## src/rtl/id_stage_decoder_if.sv

```systemverilog
// Handshake and decoded-bundle signals between IF/ID, the decode stage and execute.
// No logic; the decoder takes the slave view, the surrounding pipeline the master view.
// Widths follow XLEN and the bubble counter width.
interface id_stage_decoder_if #(
    parameter int XLEN  = 32,
    parameter int CNT_W = 16
);
    logic             in_valid;
    logic             in_ready;
    logic [31:0]      in_inst;
    logic [XLEN-1:0]  in_pc;
    logic             flush;

    logic             out_valid;
    logic             out_ready;
    logic [XLEN-1:0]  out_pc;
    logic [4:0]       out_rs1;
    logic [4:0]       out_rs2;
    logic [4:0]       out_rd;
    logic [XLEN-1:0]  out_imm;
    logic [2:0]       out_immtype;
    logic [4:0]       out_alu_ctrl;
    logic [2:0]       out_funct3;
    logic             out_regwrite;
    logic             out_alusrc;
    logic             out_pctoregsrc;
    logic             out_rdsrc;
    logic             out_memread;
    logic             out_memwrite;
    logic             out_memtoreg;
    logic [1:0]       out_isbj;
    logic             out_illegal;
    logic [CNT_W-1:0] bubble_cnt;

    modport master (
        output in_valid, in_inst, in_pc, flush, out_ready,
        input  in_ready, out_valid, out_pc, out_rs1, out_rs2, out_rd, out_imm, out_immtype,
               out_alu_ctrl, out_funct3, out_regwrite, out_alusrc, out_pctoregsrc, out_rdsrc,
               out_memread, out_memwrite, out_memtoreg, out_isbj, out_illegal, bubble_cnt
    );

    modport slave (
        input  in_valid, in_inst, in_pc, flush, out_ready,
        output in_ready, out_valid, out_pc, out_rs1, out_rs2, out_rd, out_imm, out_immtype,
               out_alu_ctrl, out_funct3, out_regwrite, out_alusrc, out_pctoregsrc, out_rdsrc,
               out_memread, out_memwrite, out_memtoreg, out_isbj, out_illegal, bubble_cnt
    );
endinterface

```

## src/rtl/id_stage_decoder.sv

```systemverilog
// RV32I/RV64I decode stage: full decode, immediates, illegal detection, load-use bubbles, ID/EX register.
// Latency 1 cycle from accept edge to out_*.
// Backpressure: in_ready = (out_ready | ~out_valid) & ~load_use & ~flush; otherwise ID/EX holds.
module id_stage_decoder #(
    parameter int XLEN  = 32,
    parameter bit EN_M  = 1'b0,
    parameter int CNT_W = 16
) (
    input logic               clk,
    input logic               rst,
    id_stage_decoder_if.slave bus
);
    localparam logic [6:0] OPC_OP     = 7'b0110011;
    localparam logic [6:0] OPC_OPIMM  = 7'b0010011;
    localparam logic [6:0] OPC_LOAD   = 7'b0000011;
    localparam logic [6:0] OPC_STORE  = 7'b0100011;
    localparam logic [6:0] OPC_BRANCH = 7'b1100011;
    localparam logic [6:0] OPC_JAL    = 7'b1101111;
    localparam logic [6:0] OPC_JALR   = 7'b1100111;
    localparam logic [6:0] OPC_AUIPC  = 7'b0010111;
    localparam logic [6:0] OPC_LUI    = 7'b0110111;

    localparam logic [2:0] IMM_R = 3'd0, IMM_I = 3'd1, IMM_S = 3'd2;
    localparam logic [2:0] IMM_B = 3'd3, IMM_U = 3'd4, IMM_J = 3'd5;

    localparam logic [4:0] ALU_ADD = 5'd0, ALU_SUB = 5'd1, ALU_SLL = 5'd2, ALU_SLT = 5'd3;
    localparam logic [4:0] ALU_SLTU = 5'd4, ALU_XOR = 5'd5, ALU_SRL = 5'd6, ALU_SRA = 5'd7;
    localparam logic [4:0] ALU_OR = 5'd8, ALU_AND = 5'd9, ALU_PASSB = 5'd10, ALU_MUL = 5'd16;

    localparam logic [1:0] BJ_B = 2'b00, BJ_J = 2'b01, BJ_JR = 2'b10, BJ_NONE = 2'b11;

    // Shared funct3 -> ALU op map for OP and OP-IMM; alt selects SUB (when allowed) / SRA.
    function automatic logic [4:0] alu_base(input logic [2:0] f, input logic alt, input logic sub_ok);
        logic [4:0] r;
        case (f)
            3'b000:  r = (alt && sub_ok) ? ALU_SUB : ALU_ADD;
            3'b001:  r = ALU_SLL;
            3'b010:  r = ALU_SLT;
            3'b011:  r = ALU_SLTU;
            3'b100:  r = ALU_XOR;
            3'b101:  r = alt ? ALU_SRA : ALU_SRL;
            3'b110:  r = ALU_OR;
            default: r = ALU_AND;
        endcase
        return r;
    endfunction

    logic [31:0] inst;
    logic [6:0]  opcode;
    logic [2:0]  f3;
    logic [6:0]  f7;
    logic        shamt_hi_bad;

    assign inst         = bus.in_inst;
    assign opcode       = inst[6:0];
    assign f3           = inst[14:12];
    assign f7           = inst[31:25];
    // shamt[5] only exists on RV64
    assign shamt_hi_bad = (XLEN == 32) && inst[25];

    logic        d_regwrite, d_alusrc, d_pctoregsrc, d_rdsrc;
    logic        d_memread, d_memwrite, d_memtoreg, d_illegal;
    logic [1:0]  d_isbj;
    logic [2:0]  d_immtype;
    logic [4:0]  d_alu;
    logic        uses_rs1, uses_rs2, known, bad;

    // Opcode/funct decode into control bits plus legality; illegal words are made harmless.
    always_comb begin
        d_regwrite   = 1'b0;
        d_alusrc     = 1'b0;
        d_pctoregsrc = 1'b0;
        d_rdsrc      = 1'b0;
        d_memread    = 1'b0;
        d_memwrite   = 1'b0;
        d_memtoreg   = 1'b0;
        d_isbj       = BJ_NONE;
        d_immtype    = IMM_R;
        d_alu        = ALU_ADD;
        uses_rs1     = 1'b0;
        uses_rs2     = 1'b0;
        known        = 1'b1;
        bad          = 1'b0;
        case (opcode)
            OPC_OP: begin
                d_regwrite = 1'b1;
                d_alusrc   = 1'b1;
                d_memtoreg = 1'b1;
                uses_rs1   = 1'b1;
                uses_rs2   = 1'b1;
                if (f7 == 7'b0000001) begin
                    bad   = !EN_M;
                    d_alu = ALU_MUL | {2'b00, f3};
                end else begin
                    bad   = (f7 != 7'b0000000) && (f7 != 7'b0100000);
                    d_alu = alu_base(f3, f7[5], 1'b1);
                end
            end
            OPC_OPIMM: begin
                d_regwrite = 1'b1;
                d_memtoreg = 1'b1;
                d_immtype  = IMM_I;
                uses_rs1   = 1'b1;
                d_alu      = alu_base(f3, inst[30], 1'b0);
                if (f3 == 3'b001)
                    bad = (inst[31:26] != 6'b000000) || shamt_hi_bad;
                else if (f3 == 3'b101)
                    bad = ((inst[31:26] != 6'b000000) && (inst[31:26] != 6'b010000)) || shamt_hi_bad;
            end
            OPC_LOAD: begin
                d_regwrite = 1'b1;
                d_memread  = 1'b1;
                d_immtype  = IMM_I;
                uses_rs1   = 1'b1;
                bad        = (f3 == 3'b111) || ((XLEN == 32) && ((f3 == 3'b011) || (f3 == 3'b110)));
            end
            OPC_STORE: begin
                d_memwrite = 1'b1;
                d_memtoreg = 1'b1;
                d_immtype  = IMM_S;
                uses_rs1   = 1'b1;
                uses_rs2   = 1'b1;
                bad        = (f3 > 3'b011) || ((XLEN == 32) && (f3 == 3'b011));
            end
            OPC_BRANCH: begin
                d_alusrc     = 1'b1;
                d_pctoregsrc = 1'b1;
                d_memtoreg   = 1'b1;
                d_isbj       = BJ_B;
                d_immtype    = IMM_B;
                d_alu        = ALU_SUB;
                uses_rs1     = 1'b1;
                uses_rs2     = 1'b1;
                bad          = (f3 == 3'b010) || (f3 == 3'b011);
            end
            OPC_JAL: begin
                d_regwrite = 1'b1;
                d_rdsrc    = 1'b1;
                d_memtoreg = 1'b1;
                d_isbj     = BJ_J;
                d_immtype  = IMM_J;
            end
            OPC_JALR: begin
                d_regwrite = 1'b1;
                d_rdsrc    = 1'b1;
                d_memtoreg = 1'b1;
                d_isbj     = BJ_JR;
                d_immtype  = IMM_I;
                uses_rs1   = 1'b1;
                bad        = (f3 != 3'b000);
            end
            OPC_AUIPC: begin
                d_regwrite   = 1'b1;
                d_pctoregsrc = 1'b1;
                d_rdsrc      = 1'b1;
                d_memtoreg   = 1'b1;
                d_immtype    = IMM_U;
            end
            OPC_LUI: begin
                d_regwrite   = 1'b1;
                d_pctoregsrc = 1'b1;
                d_memtoreg   = 1'b1;
                d_immtype    = IMM_U;
                d_alu        = ALU_PASSB;
            end
            default: known = 1'b0;
        endcase
        d_illegal = (inst[1:0] != 2'b11) || !known || bad;
        if (d_illegal) begin
            d_regwrite = 1'b0;
            d_memread  = 1'b0;
            d_memwrite = 1'b0;
            d_isbj     = BJ_NONE;
        end
    end

    logic signed [31:0] imm32;
    logic [XLEN-1:0]    d_imm;
    logic [4:0]         d_rs1, d_rs2, d_rd;

    // Immediate assembly per format and unused-index zeroing.
    always_comb begin
        case (d_immtype)
            IMM_I:   imm32 = {{20{inst[31]}}, inst[31:20]};
            IMM_S:   imm32 = {{20{inst[31]}}, inst[31:25], inst[11:7]};
            IMM_B:   imm32 = {{19{inst[31]}}, inst[31], inst[7], inst[30:25], inst[11:8], 1'b0};
            IMM_U:   imm32 = {inst[31:12], 12'b0};
            IMM_J:   imm32 = {{11{inst[31]}}, inst[31], inst[19:12], inst[20], inst[30:21], 1'b0};
            default: imm32 = '0;
        endcase
        d_imm = XLEN'(imm32);
        d_rs1 = ((d_immtype == IMM_U) || (d_immtype == IMM_J)) ? 5'd0 : inst[19:15];
        d_rs2 = ((d_immtype == IMM_I) || (d_immtype == IMM_U) || (d_immtype == IMM_J)) ? 5'd0 : inst[24:20];
        d_rd  = ((d_immtype == IMM_S) || (d_immtype == IMM_B)) ? 5'd0 : inst[11:7];
    end

    logic adv, load_use;

    assign adv      = bus.out_ready || !bus.out_valid;
    assign load_use = bus.out_valid && bus.out_memread && (bus.out_rd != 5'd0) &&
                      ((uses_rs1 && (inst[19:15] == bus.out_rd)) ||
                       (uses_rs2 && (inst[24:20] == bus.out_rd)));
    assign bus.in_ready = adv && !load_use && !bus.flush;

    // ID/EX register: flush beats bubble beats advance; otherwise hold.
    always_ff @(posedge clk or posedge rst) begin
        if (rst) begin
            bus.out_valid      <= 1'b0;
            bus.out_pc         <= '0;
            bus.out_rs1        <= '0;
            bus.out_rs2        <= '0;
            bus.out_rd         <= '0;
            bus.out_imm        <= '0;
            bus.out_immtype    <= IMM_R;
            bus.out_alu_ctrl   <= ALU_ADD;
            bus.out_funct3     <= '0;
            bus.out_regwrite   <= 1'b0;
            bus.out_alusrc     <= 1'b0;
            bus.out_pctoregsrc <= 1'b0;
            bus.out_rdsrc      <= 1'b0;
            bus.out_memread    <= 1'b0;
            bus.out_memwrite   <= 1'b0;
            bus.out_memtoreg   <= 1'b0;
            bus.out_isbj       <= BJ_NONE;
            bus.out_illegal    <= 1'b0;
            bus.bubble_cnt     <= '0;
        end else if (bus.flush) begin
            bus.out_valid <= 1'b0;
        end else if (adv && load_use && bus.in_valid) begin
            bus.out_valid <= 1'b0;
            if (bus.bubble_cnt != {CNT_W{1'b1}})
                bus.bubble_cnt <= bus.bubble_cnt + CNT_W'(1);
        end else if (adv) begin
            bus.out_valid      <= bus.in_valid;
            bus.out_pc         <= bus.in_pc;
            bus.out_rs1        <= d_rs1;
            bus.out_rs2        <= d_rs2;
            bus.out_rd         <= d_rd;
            bus.out_imm        <= d_imm;
            bus.out_immtype    <= d_immtype;
            bus.out_alu_ctrl   <= d_alu;
            bus.out_funct3     <= f3;
            bus.out_regwrite   <= d_regwrite;
            bus.out_alusrc     <= d_alusrc;
            bus.out_pctoregsrc <= d_pctoregsrc;
            bus.out_rdsrc      <= d_rdsrc;
            bus.out_memread    <= d_memread;
            bus.out_memwrite   <= d_memwrite;
            bus.out_memtoreg   <= d_memtoreg;
            bus.out_isbj       <= d_isbj;
            bus.out_illegal    <= d_illegal;
        end
    end
endmodule
```

## src/flat_wrapper.sv

```systemverilog
// flat-port wrapper written by rule: the top's interface ports become plain ports
module id_stage_decoder_flat 
#(
    parameter int XLEN  = 32,
    parameter bit EN_M  = 1'b0,
    parameter int CNT_W = 16
)
  (clk, rst, bus_in_valid, bus_in_inst, bus_in_pc, bus_flush, bus_out_ready, bus_in_ready, bus_out_valid, bus_out_pc, bus_out_rs1, bus_out_rs2, bus_out_rd, bus_out_imm, bus_out_immtype, bus_out_alu_ctrl, bus_out_funct3, bus_out_regwrite, bus_out_alusrc, bus_out_pctoregsrc, bus_out_rdsrc, bus_out_memread, bus_out_memwrite, bus_out_memtoreg, bus_out_isbj, bus_out_illegal, bus_bubble_cnt);
  id_stage_decoder_if #(.XLEN(XLEN), .CNT_W(CNT_W)) bus_i ();
  input logic clk;
  input logic rst;
  input wire logic [$bits(bus_i.in_valid)-1:0] bus_in_valid;
  input wire logic [$bits(bus_i.in_inst)-1:0] bus_in_inst;
  input wire logic [$bits(bus_i.in_pc)-1:0] bus_in_pc;
  input wire logic [$bits(bus_i.flush)-1:0] bus_flush;
  input wire logic [$bits(bus_i.out_ready)-1:0] bus_out_ready;
  output wire logic [$bits(bus_i.in_ready)-1:0] bus_in_ready;
  output wire logic [$bits(bus_i.out_valid)-1:0] bus_out_valid;
  output wire logic [$bits(bus_i.out_pc)-1:0] bus_out_pc;
  output wire logic [$bits(bus_i.out_rs1)-1:0] bus_out_rs1;
  output wire logic [$bits(bus_i.out_rs2)-1:0] bus_out_rs2;
  output wire logic [$bits(bus_i.out_rd)-1:0] bus_out_rd;
  output wire logic [$bits(bus_i.out_imm)-1:0] bus_out_imm;
  output wire logic [$bits(bus_i.out_immtype)-1:0] bus_out_immtype;
  output wire logic [$bits(bus_i.out_alu_ctrl)-1:0] bus_out_alu_ctrl;
  output wire logic [$bits(bus_i.out_funct3)-1:0] bus_out_funct3;
  output wire logic [$bits(bus_i.out_regwrite)-1:0] bus_out_regwrite;
  output wire logic [$bits(bus_i.out_alusrc)-1:0] bus_out_alusrc;
  output wire logic [$bits(bus_i.out_pctoregsrc)-1:0] bus_out_pctoregsrc;
  output wire logic [$bits(bus_i.out_rdsrc)-1:0] bus_out_rdsrc;
  output wire logic [$bits(bus_i.out_memread)-1:0] bus_out_memread;
  output wire logic [$bits(bus_i.out_memwrite)-1:0] bus_out_memwrite;
  output wire logic [$bits(bus_i.out_memtoreg)-1:0] bus_out_memtoreg;
  output wire logic [$bits(bus_i.out_isbj)-1:0] bus_out_isbj;
  output wire logic [$bits(bus_i.out_illegal)-1:0] bus_out_illegal;
  output wire logic [$bits(bus_i.bubble_cnt)-1:0] bus_bubble_cnt;
  assign bus_i.in_valid = bus_in_valid;
  assign bus_i.in_inst = bus_in_inst;
  assign bus_i.in_pc = bus_in_pc;
  assign bus_i.flush = bus_flush;
  assign bus_i.out_ready = bus_out_ready;
  assign bus_in_ready = bus_i.in_ready;
  assign bus_out_valid = bus_i.out_valid;
  assign bus_out_pc = bus_i.out_pc;
  assign bus_out_rs1 = bus_i.out_rs1;
  assign bus_out_rs2 = bus_i.out_rs2;
  assign bus_out_rd = bus_i.out_rd;
  assign bus_out_imm = bus_i.out_imm;
  assign bus_out_immtype = bus_i.out_immtype;
  assign bus_out_alu_ctrl = bus_i.out_alu_ctrl;
  assign bus_out_funct3 = bus_i.out_funct3;
  assign bus_out_regwrite = bus_i.out_regwrite;
  assign bus_out_alusrc = bus_i.out_alusrc;
  assign bus_out_pctoregsrc = bus_i.out_pctoregsrc;
  assign bus_out_rdsrc = bus_i.out_rdsrc;
  assign bus_out_memread = bus_i.out_memread;
  assign bus_out_memwrite = bus_i.out_memwrite;
  assign bus_out_memtoreg = bus_i.out_memtoreg;
  assign bus_out_isbj = bus_i.out_isbj;
  assign bus_out_illegal = bus_i.out_illegal;
  assign bus_bubble_cnt = bus_i.bubble_cnt;
  id_stage_decoder #(.XLEN(XLEN), .EN_M(EN_M), .CNT_W(CNT_W)) u_core (.clk(clk), .rst(rst), .bus(bus_i));
endmodule
```

## config.mk

```make
export PLATFORM = sky130hd
export DESIGN_NAME = id_stage_decoder_flat
export DESIGN_NICKNAME = d
export VERILOG_FILES = /design/src/rtl/id_stage_decoder_if.sv /design/src/rtl/id_stage_decoder.sv /design/src/flat_wrapper.sv
export SDC_FILE = /design/constraint.sdc
export NUM_CORES = 1
export LEC_CHECK = 0
export CORE_ASPECT_RATIO = 1.1
export CORE_MARGIN = 3
export CORE_UTILIZATION = 35
export CTS_CLUSTER_SIZE = 28
export DETAILED_ROUTE_END_ITERATION = 8
export PLACE_DENSITY = 0.72
export SLEW_MARGIN = 15
export SYNTH_ARGS = -nofsm -noshare
export SYNTH_HDL_FRONTEND = slang
export SYNTH_SLANG_ARGS = --single-unit
export TNS_END_PERCENT = 5
```

## constraint.sdc

```tcl
create_clock -name clk -period 10.44 [get_ports clk]
set_input_delay 1.566 -clock clk [delete_from_list [all_inputs] [get_ports clk]]
set_output_delay 1.566 -clock clk [all_outputs]
set_load 0.03 [all_outputs]
```

==> results.rst, run 1 <==
.. list-table::
   :header-rows: 1

   * - Metric
     - Value
   * - Clock slew at reported path FFs
     - 0.05 ns
   * - Final total negative setup slack
     - 0 ns
   * - Async set-reset flop share out of synthesis
     - 100%
   * - Vias per cell
     - 5.17
   * - Critical Path Most Common Cell
     - sky130_fd_sc_hd__clkdlybuf4s50_1
   * - Row Count
     - 47
   * - Worst slew margin
     - 32.8%
   * - Wire length of the first global-routing pass
     - ~25000 um
   * - Total I/O pin count
     - 187
   * - Grt ovf
     - 0
   * - Critical Path Max Stage Delay
     - between 0.7 and 0.8 ns
   * - Critical path data required time
     - 8.87 ns
   * - CTS buffer count
     - 17
   * - Share of post-route cells with drive strength above 1
     - 10.4%
   * - Sequential-to-total area share from yosys stat
     - 53.8%
   * - Largest driver fanout on the critical path
     - 14
   * - Worst Hold Path EP
     - u_core.bus.out_isbj[0]
   * - Final weighted congestion in routability-driven placement
     - 0.942
   * - Number of buffers on the longest clock path
     - 2
   * - Overall die area
     - around 17000 sq um
   * - Synthesized net count
     - 591
   * - Switching part of the total power
     - 26.6%
   * - Synthesis-to-layout area growth
     - 46.6%
   * - Netlist Area Pre-Place
     - 5450 sq um
   * - Cell class contributing the biggest share of worst-path delay
     - buffers and inverters
   * - Number of distinct standard cells referenced by the synthesized netlist
     - 53
   * - Post-synthesis area per instance
     - 10.5 sq um
   * - Worst reg2reg endpoint
     - u_core.bus.out_pc[1]
   * - Number of clock sinks
     - approximately 120
   * - Final routed DRC violation total
     - 0
   * - Area leader, netlist
     - sky130_fd_sc_hd__dfrtp_1
   * - Post-detail-place hpwl
     - between 10000 and 15000 um
   * - Yosys warns
     - 0
   * - FF+latch count, synth
     - 117
   * - Yosys top cell area share
     - 52.8%
   * - Core area
     - 15200 sq um
   * - Post-Route Skew
     - 0.00653 ns
   * - Number of buffers inserted by port buffering
     - 186
   * - Status
     - finished, final reports clean
   * - Period utilisation layout
     - 57.0%
   * - Top FF cell, synth
     - sky130_fd_sc_hd__dfrtp_1
   * - Combined buffer and inverter count along the critical path
     - 2
   * - Clock tree from TritonCTS
     - done
   * - Chip height
     - 137 um
   * - Pins Over Slew Limit
     - 0
   * - Filler Cell Count
     - 1340
   * - Crit start category
     - input port
   * - Cells along the critical path
     - clkdlybuf4s50_1 -> nor2b_1 -> nand2_1 -> o21a_1 -> nor3_1 -> nor4_1 -> clkdlybuf4s50_1
   * - Count of final hold-check violations
     - 0
   * - Number of inserted diodes
     - 0
   * - P_sw
     - 0.341 mW
   * - Hold Crit Depth
     - 2
   * - Arrival time at the worst endpoint
     - 4.38 ns
   * - Static leakage
     - 3.40 nW
   * - Min Clock Period, post-route
     - 5.95 ns
   * - H-Tree Depth
     - 4
   * - Detailed-route wire length per cell
     - about 17 um
   * - Setup repair after global routing missed its margin
     - false
   * - Worst reg2reg setup slack
     - 6.86 ns
   * - Effective utilization at floorplan
     - 35.9%
   * - Gr usage total
     - 18.5%
   * - Power density over cell area
     - approximately 160 nW/um^2
   * - Largest vdd supply drop
     - between 0.07 and 0.08 mV
   * - Layout net count
     - just under 800
   * - Leading post-synthesis cells by cell area
     - sky130_fd_sc_hd__dfrtp_1, sky130_fd_sc_hd__nand2_1, sky130_fd_sc_hd__o21ai_0
   * - Via count
     - 4698
   * - Max-cap check violation count
     - 0
   * - Number of enable-type register cells in the synthesized netlist
     - 0
   * - Count of cells resized by post-cts repair
     - 0
   * - Latest clock arrival within the worst-skew pair
     - between 0.4 and 0.5 ns
   * - Hold Crit Class
     - reg2reg
   * - WL final
     - 15700 um
   * - CP max stage cell
     - sky130_fd_sc_hd__clkdlybuf4s50_1
   * - Post CTS Setup Buffer Count
     - 0
   * - Power share of the combinational group
     - 18.4%
   * - Origin of the worst min-delay path
     - u_core.bus.out_isbj[0]
   * - Starting DRT DRC Count
     - 205
   * - Reg-to-reg critical path startpoint
     - u_core.bus.out_rd[0]
   * - Number of global-route vias before repair
     - 4594
   * - Maximum achievable frequency
     - 168 MHz
   * - Cell at the root of the clock tree
     - sky130_fd_sc_hd__clkbuf_16
   * - Die span in x
     - 125 um
   * - Design Power
     - ~1.3 mW
   * - Worst setup path category
     - in2out
   * - Sequential share of power
     - 39.3%
   * - Internal power summed over all cells
     - 0.939 mW
   * - Maximum number of pins on one net before global-route repair
     - 84
   * - Cell count of the worst reg-to-reg path
     - 8
   * - 1st-pass router iterations
     - 5
   * - Syn Inst Count
     - 521
   * - Crit end category
     - output pin
   * - Worst-margin pin slew
     - 1.01 ns
   * - Number of nets with antenna violations after routing
     - 0
   * - Antenna violations before repair
     - 0
   * - Hold buffers post-CTS
     - 0
   * - Clock network fraction of total power
     - 42.3%
   * - Final setup fails
     - 0
[synthesized netlist by cell type, types with 3 or more instances]
cell type / n
sky130_fd_sc_hd__a211oi_1: 3
sky130_fd_sc_hd__a21o_1: 10
sky130_fd_sc_hd__a21oi_1: 30
sky130_fd_sc_hd__a22oi_1: 6
sky130_fd_sc_hd__and2_1: 5
sky130_fd_sc_hd__and3_1: 4
sky130_fd_sc_hd__buf_2: 11
sky130_fd_sc_hd__buf_6: 4
sky130_fd_sc_hd__clkbuf_1: 14
sky130_fd_sc_hd__dfrtp_1: 115
sky130_fd_sc_hd__inv_1: 7
sky130_fd_sc_hd__mux2_1: 4
sky130_fd_sc_hd__mux2_2: 19
sky130_fd_sc_hd__mux2_4: 19
sky130_fd_sc_hd__nand2_1: 93
sky130_fd_sc_hd__nand3_1: 11
sky130_fd_sc_hd__nand4_1: 8
sky130_fd_sc_hd__nor2_1: 17
sky130_fd_sc_hd__nor3_1: 9
sky130_fd_sc_hd__nor4_1: 4
sky130_fd_sc_hd__o21a_1: 3
sky130_fd_sc_hd__o21ai_0: 59
sky130_fd_sc_hd__or4_1: 3
sky130_fd_sc_hd__xnor2_1: 18
sky130_fd_sc_hd__xor2_1: 7
[registers in the layout (all words and copies together) (netlist names), 2 cells and up]
name and cells:
u_core.bus.out_rd 5, u_core.bus.out_rs1 5, u_core.bus.out_funct3 3, u_core.bus.out_imm 32, u_core.bus.out_pc 32, u_core.bus.out_alu_ctrl 5
u_core.bus.out_isbj 2, u_core.bus.bubble_cnt 16, u_core.bus.out_rs2 5, u_core.bus.out_immtype 3
[cell usage in the layout, fill, tap and decap left out, drive strengths merged, types with 3 or more instances in the layout]
master / synthesis / routed
xor2: 7 / 7
nand2: 93 / 93
nor2: 17 / 17
a211oi: 3 / 3
clkbuf: 14 / 27
inv: 7 / 7
xnor2: 18 / 18
nor3: 9 / 9
a21o: 10 / 10
clkinv: 0 / 3
a22oi: 6 / 6
clkdlybuf4s50: 0 / 186
or4: 3 / 3
mux2: 42 / 42
buf: 16 / 4
and2: 6 / 6
nand4: 8 / 8
nand3: 11 / 11
and3: 4 / 4
a21oi: 30 / 30
nor4: 4 / 4
o21ai: 61 / 61
dfrtp: 115 / 115
o21a: 3 / 3
[how the worst max path moves through the flow]
stage          cells after the start            from                    end  slack [ns]
2_1_floorplan                      6  bus_in_inst[3]           bus_in_ready        5.70
3_3_place_gp                       8  bus_in_inst[5]   u_core.bus.out_pc[2]        4.53
3_5_place_dp                       8  bus_in_inst[5]  u_core.bus.out_pc[11]        4.34
4_1_cts                            7  bus_in_inst[5]           bus_in_ready        4.56
5_1_grt                            7  bus_in_inst[5]           bus_in_ready        4.34
6_report                           7  bus_in_inst[5]           bus_in_ready        4.49
[power by group through the flow]
stage          sequential, mW  clock, mW  combinational [mW]
6_report                0.503      0.541               0.235
3_3_place_gp            0.509          0               0.232
3_5_place_dp            0.510          0               0.236
5_1_grt                 0.507      0.577               0.250
4_1_cts                 0.503      0.554               0.237
2_1_floorplan           0.565          0              0.0722
[cells by family after synthesis]
| group | Yosys count | synth area share, % |
|---|---|---|
| buffers and inverters | 37 | 3.42 |
| xor gates and xnor gates | 25 | 4.02 |
| muxes | 42 | 9.99 |
| adders and majority gates | 1 | 0.230 |
| DFF | 117 | 53.8 |
| and+or+nand+nor | 169 | 14.4 |
| AOI/OAI and AO/OA | 130 | 14.2 |
[metrics by stage]
step | hold WS [ns] | area, sq um | utilization [%] | instances | worst slack [ns]
2_1_floorplan | 0.520 | 5450 | - | 521 | 5.70
3_3_place_gp | 0.450 | 7420 | 48.9 | 876 | 4.53
3_5_place_dp | 0.456 | 7420 | 48.9 | 876 | 4.34
4_1_cts | 0.468 | 7970 | 52.5 | 907 | 4.56
5_1_grt | 0.471 | 7990 | 52.7 | 908 | 4.34
6_report | 0.463 | 7990 | 52.7 | 908 | 4.49
[metal layers]
| metal | part of all wire (%) | vias to the layer above | global-route usage [%] | routed length, um |
|---|---|---|---|---|
| met5 | 0 | - | 0 | 0 |
| met4 | 2.5 | 0 | 7.77 | 395 |
| met3 | 8.5 | 29 | 6.48 | 1340 |
| met2 | 46 | 188 | 28.8 | 7280 |
| met1 | 43 | 2281 | 23.6 | 6720 |
| li1 | - | 2200 | - | - |
[area by class of cell]
class                      instances  area [sq um]  area share [%]
sequential                       117          2930            36.7
multi-input combinational        367          2330            29.2
timing repair buffer             190          1900            23.8
clock buffer                      27           503            6.30
tap                              196           245            3.07
clock inverter                     4          45.0           0.564
inverter                           7          28.8           0.360
[tightest hold or removal path: stages, from the launching register on]
cell                      delay, ns
sky130_fd_sc_hd__dfstp_2       0.36
sky130_fd_sc_hd__inv_1         0.04
sky130_fd_sc_hd__a21oi_1       0.05
No activity file was read; power rests on OpenSTA's default activity.
==> run 2, diff against run 1 <==
PLACE_DENSITY = 0.75   (was 0.72)
clock period = 5.32 ns   (was 10.44 ns; I/O delays follow)
==> run 2 against run 1 <==
Against the previous run:
- cell area is 0.49% higher
- power is 100% higher
- setup slack worse by 3.5 ns
- hold slack hardly changed
- sequential power is 96% higher
- flip-flop and latch count stayed put
- via count is 0.83% lower
- critical path type unchanged
==> results.rst, run 2 (synthesis results as in run 1) <==
.. list-table::
   :header-rows: 1

   * - Metric
     - Value
   * - Status
     - finished, final reports clean
   * - Maximum number of pins on one net before global-route repair
     - 120
   * - Multi-input gate area
     - ~2300 sq um
   * - P_sw
     - 0.683 mW
   * - Post-detail-place hpwl
     - 11400 um
   * - Largest vdd supply drop
     - 0.208 mV
   * - H-Tree Depth
     - 4
   * - Sequential share of power
     - 38.5%
   * - Wire length of the first global-routing pass
     - between 20000 and 30000 um
   * - Overall die area
     - 17100 sq um
   * - CTS buffer count
     - 17
   * - Die span in x
     - roughly 120 um
   * - Arrival time at the worst endpoint
     - 3.55 ns
   * - Static leakage
     - between 3 and 4 nW
   * - Registers with the highest flip-flop counts
     - u_core.bus.out_imm x32, u_core.bus.out_pc x32, u_core.bus.bubble_cnt x16
   * - Crit start category
     - input port
   * - Setup repair after global routing missed its margin
     - false
   * - Synthesis-to-layout area growth
     - 47.4%
   * - Power share of the combinational group
     - 18.0%
   * - Worst-margin pin slew
     - 0.983 ns
   * - Final non-filler cell area
     - between 8000 and 9000 sq um
   * - Number of global-route vias before repair
     - roughly 4700
   * - Commonest cells after routing, fill and taps aside
     - sky130_fd_sc_hd__clkdlybuf4s50_1, sky130_fd_sc_hd__dfrtp_1, sky130_fd_sc_hd__nand2_1, sky130_fd_sc_hd__o21ai_0, sky130_fd_sc_hd__a21oi_1
   * - Clock tree from TritonCTS
     - done
   * - Largest driver fanout on the critical path
     - 12
   * - Detailed-route wire length per cell
     - 17.3 um
   * - Clock network fraction of total power
     - 43.5%
   * - WL final
     - about 16000 um
   * - Layout net count
     - around 770
   * - Latest clock arrival within the worst-skew pair
     - 0.41 ns
   * - Number of inserted diodes
     - 0
   * - Gr usage total
     - 18.8%
   * - Total I/O pin count
     - 187
   * - Final setup fails
     - 0
   * - Starting DRT DRC Count
     - 281
   * - Final weighted congestion in routability-driven placement
     - 0.994
   * - Chip height
     - 137 um
   * - Maximum achievable frequency
     - 230 MHz
   * - Clock slew at reported path FFs
     - 0.05 ns
   * - Internal power summed over all cells
     - approximately 1.9 mW
   * - Post CTS Setup Buffer Count
     - 0
   * - Switching part of the total power
     - between 20% and 30%
   * - Hold Crit Class
     - reg2reg
   * - Critical path data required time
     - 4.52 ns
   * - Share of post-route cells with drive strength above 1
     - 11.2%
   * - Row Count
     - 47
   * - Count of final hold-check violations
     - 0
   * - Worst setup path category
     - in2out
   * - Power density over cell area
     - about 320 nW/um^2
   * - Cell at the root of the clock tree
     - sky130_fd_sc_hd__clkbuf_16
   * - Max-cap check violation count
     - 0
   * - Hold buffers post-CTS
     - 0
   * - Register area
     - between 2000 and 3000 sq um
   * - Final routed DRC violation total
     - 0
   * - Number of buffers inserted by port buffering
     - 186
   * - Crit end category
     - output pin
   * - Period utilisation layout
     - 81.8%
   * - Final total negative setup slack
     - 0 ns
   * - Vias per cell
     - 5.12
   * - Effective utilization at floorplan
     - a little over a third
   * - Number of clock sinks
     - 117
   * - Number of nets with antenna violations after routing
     - 0
   * - Core area
     - around 15000 sq um
   * - Post-Route Skew
     - ~0.0086 ns
   * - Count of cells resized by post-cts repair
     - 0
   * - Dpl cell area
     - 7450 sq um
   * - Most frequent standard cell in the layout excluding fill and tap cells
     - sky130_fd_sc_hd__clkdlybuf4s50_1
   * - 1st-pass router iterations
     - 6
   * - Pins Over Slew Limit
     - 0
   * - Via count
     - approximately 4700
   * - Filler Cell Count
     - 1355
   * - Antenna violations before repair
     - 0
   * - Worst slew margin
     - 34.5%
   * - Number of buffers on the longest clock path
     - 2
   * - Grt ovf
     - 0
   * - Min Clock Period, post-route
     - 4.35 ns
## run 2: cell count changes in the layout (fill, tap and decap cells not counted)
cell / delta
sky130_fd_sc_hd__clkbuf_1: -4
sky130_fd_sc_hd__clkinv_2: +3
sky130_fd_sc_hd__clkinvlp_4: +2
sky130_fd_sc_hd__buf_4: +1
sky130_fd_sc_hd__bufinv_16: +1
sky130_fd_sc_hd__clkbuf_8: -1
## run 2: worst paths after layout
check / from / endpoint / slack, ns / cells after the start
hold reg to reg: u_core.bus.out_isbj[0] / u_core.bus.out_isbj[0] / 0.46 / 2
setup / recovery: bus_in_inst[2] / bus_in_ready / 0.97 / 7
setup reg to reg: u_core.bus.out_rd[1] / u_core.bus.out_regwrite / 2.29 / 8
hold / removal: u_core.bus.out_isbj[0] / u_core.bus.out_isbj[0] / 0.46 / 2
max in group asynchronous: rst / u_core.bus.out_imm[8] / 3.31 / 3
min in group asynchronous: rst / u_core.bus.out_pc[5] / 0.96 / 2
## run 2: cell type report
cell class              count  area share, %
well taps                 196           3.05
inverters                   7          0.358
clock inverters            10           1.31
multi-input cells         367           29.1
repair buffers            191           23.8
clock buffers              22           5.91
flip-flops and latches    117           36.5
## run 2: power groups by stage
stage	sequential, mW	combinational (mW)	clock [mW]
5_1_grt	0.993	0.494	1.19
3_5_place_dp	1.00	0.464	0
2_1_floorplan	1.11	0.142	0
4_1_cts	0.986	0.467	1.14
3_3_place_gp	0.997	0.458	0
6_report	0.986	0.462	1.11
## run 2: layer usage
layer | part of all wire (%) | global-route usage, % | up-vias | wire length [um]
li1 | - | - | 2192 | -
met1 | 42 | 23.3 | 2236 | 6550
met2 | 48 | 30.6 | 199 | 7610
met3 | 7.7 | 5.85 | 32 | 1210
met4 | 2.4 | 8.13 | 0 | 376
met5 | 0 | 0 | - | 0
## run 2: worst max-delay path, stage by stage
cell and delay (ns):
sky130_fd_sc_hd__clkdlybuf4s50_1 0.60, sky130_fd_sc_hd__nor4bb_1 0.63, sky130_fd_sc_hd__nand2_1 0.21, sky130_fd_sc_hd__o21a_1 0.19
sky130_fd_sc_hd__nor3_1 0.37, sky130_fd_sc_hd__nor4_1 0.13, sky130_fd_sc_hd__clkdlybuf4s50_1 0.62
## run 2: metrics by stage
step / setup WS (ns) / cells / util (%) / hold WS [ns] / power (mW)
after detailed placement: 1.06 / 878 / 49.1 / 0.459 / 1.46
after global placement: 1.18 / 878 / 49.1 / 0.450 / 1.46
after CTS: 1.03 / 910 / 52.9 / 0.467 / 2.60
after global routing: 0.726 / 910 / 52.9 / 0.498 / 2.68
final: 0.967 / 910 / 52.9 / 0.463 / 2.56
after floorplan: 1.42 / 521 / - / 0.520 / 1.25
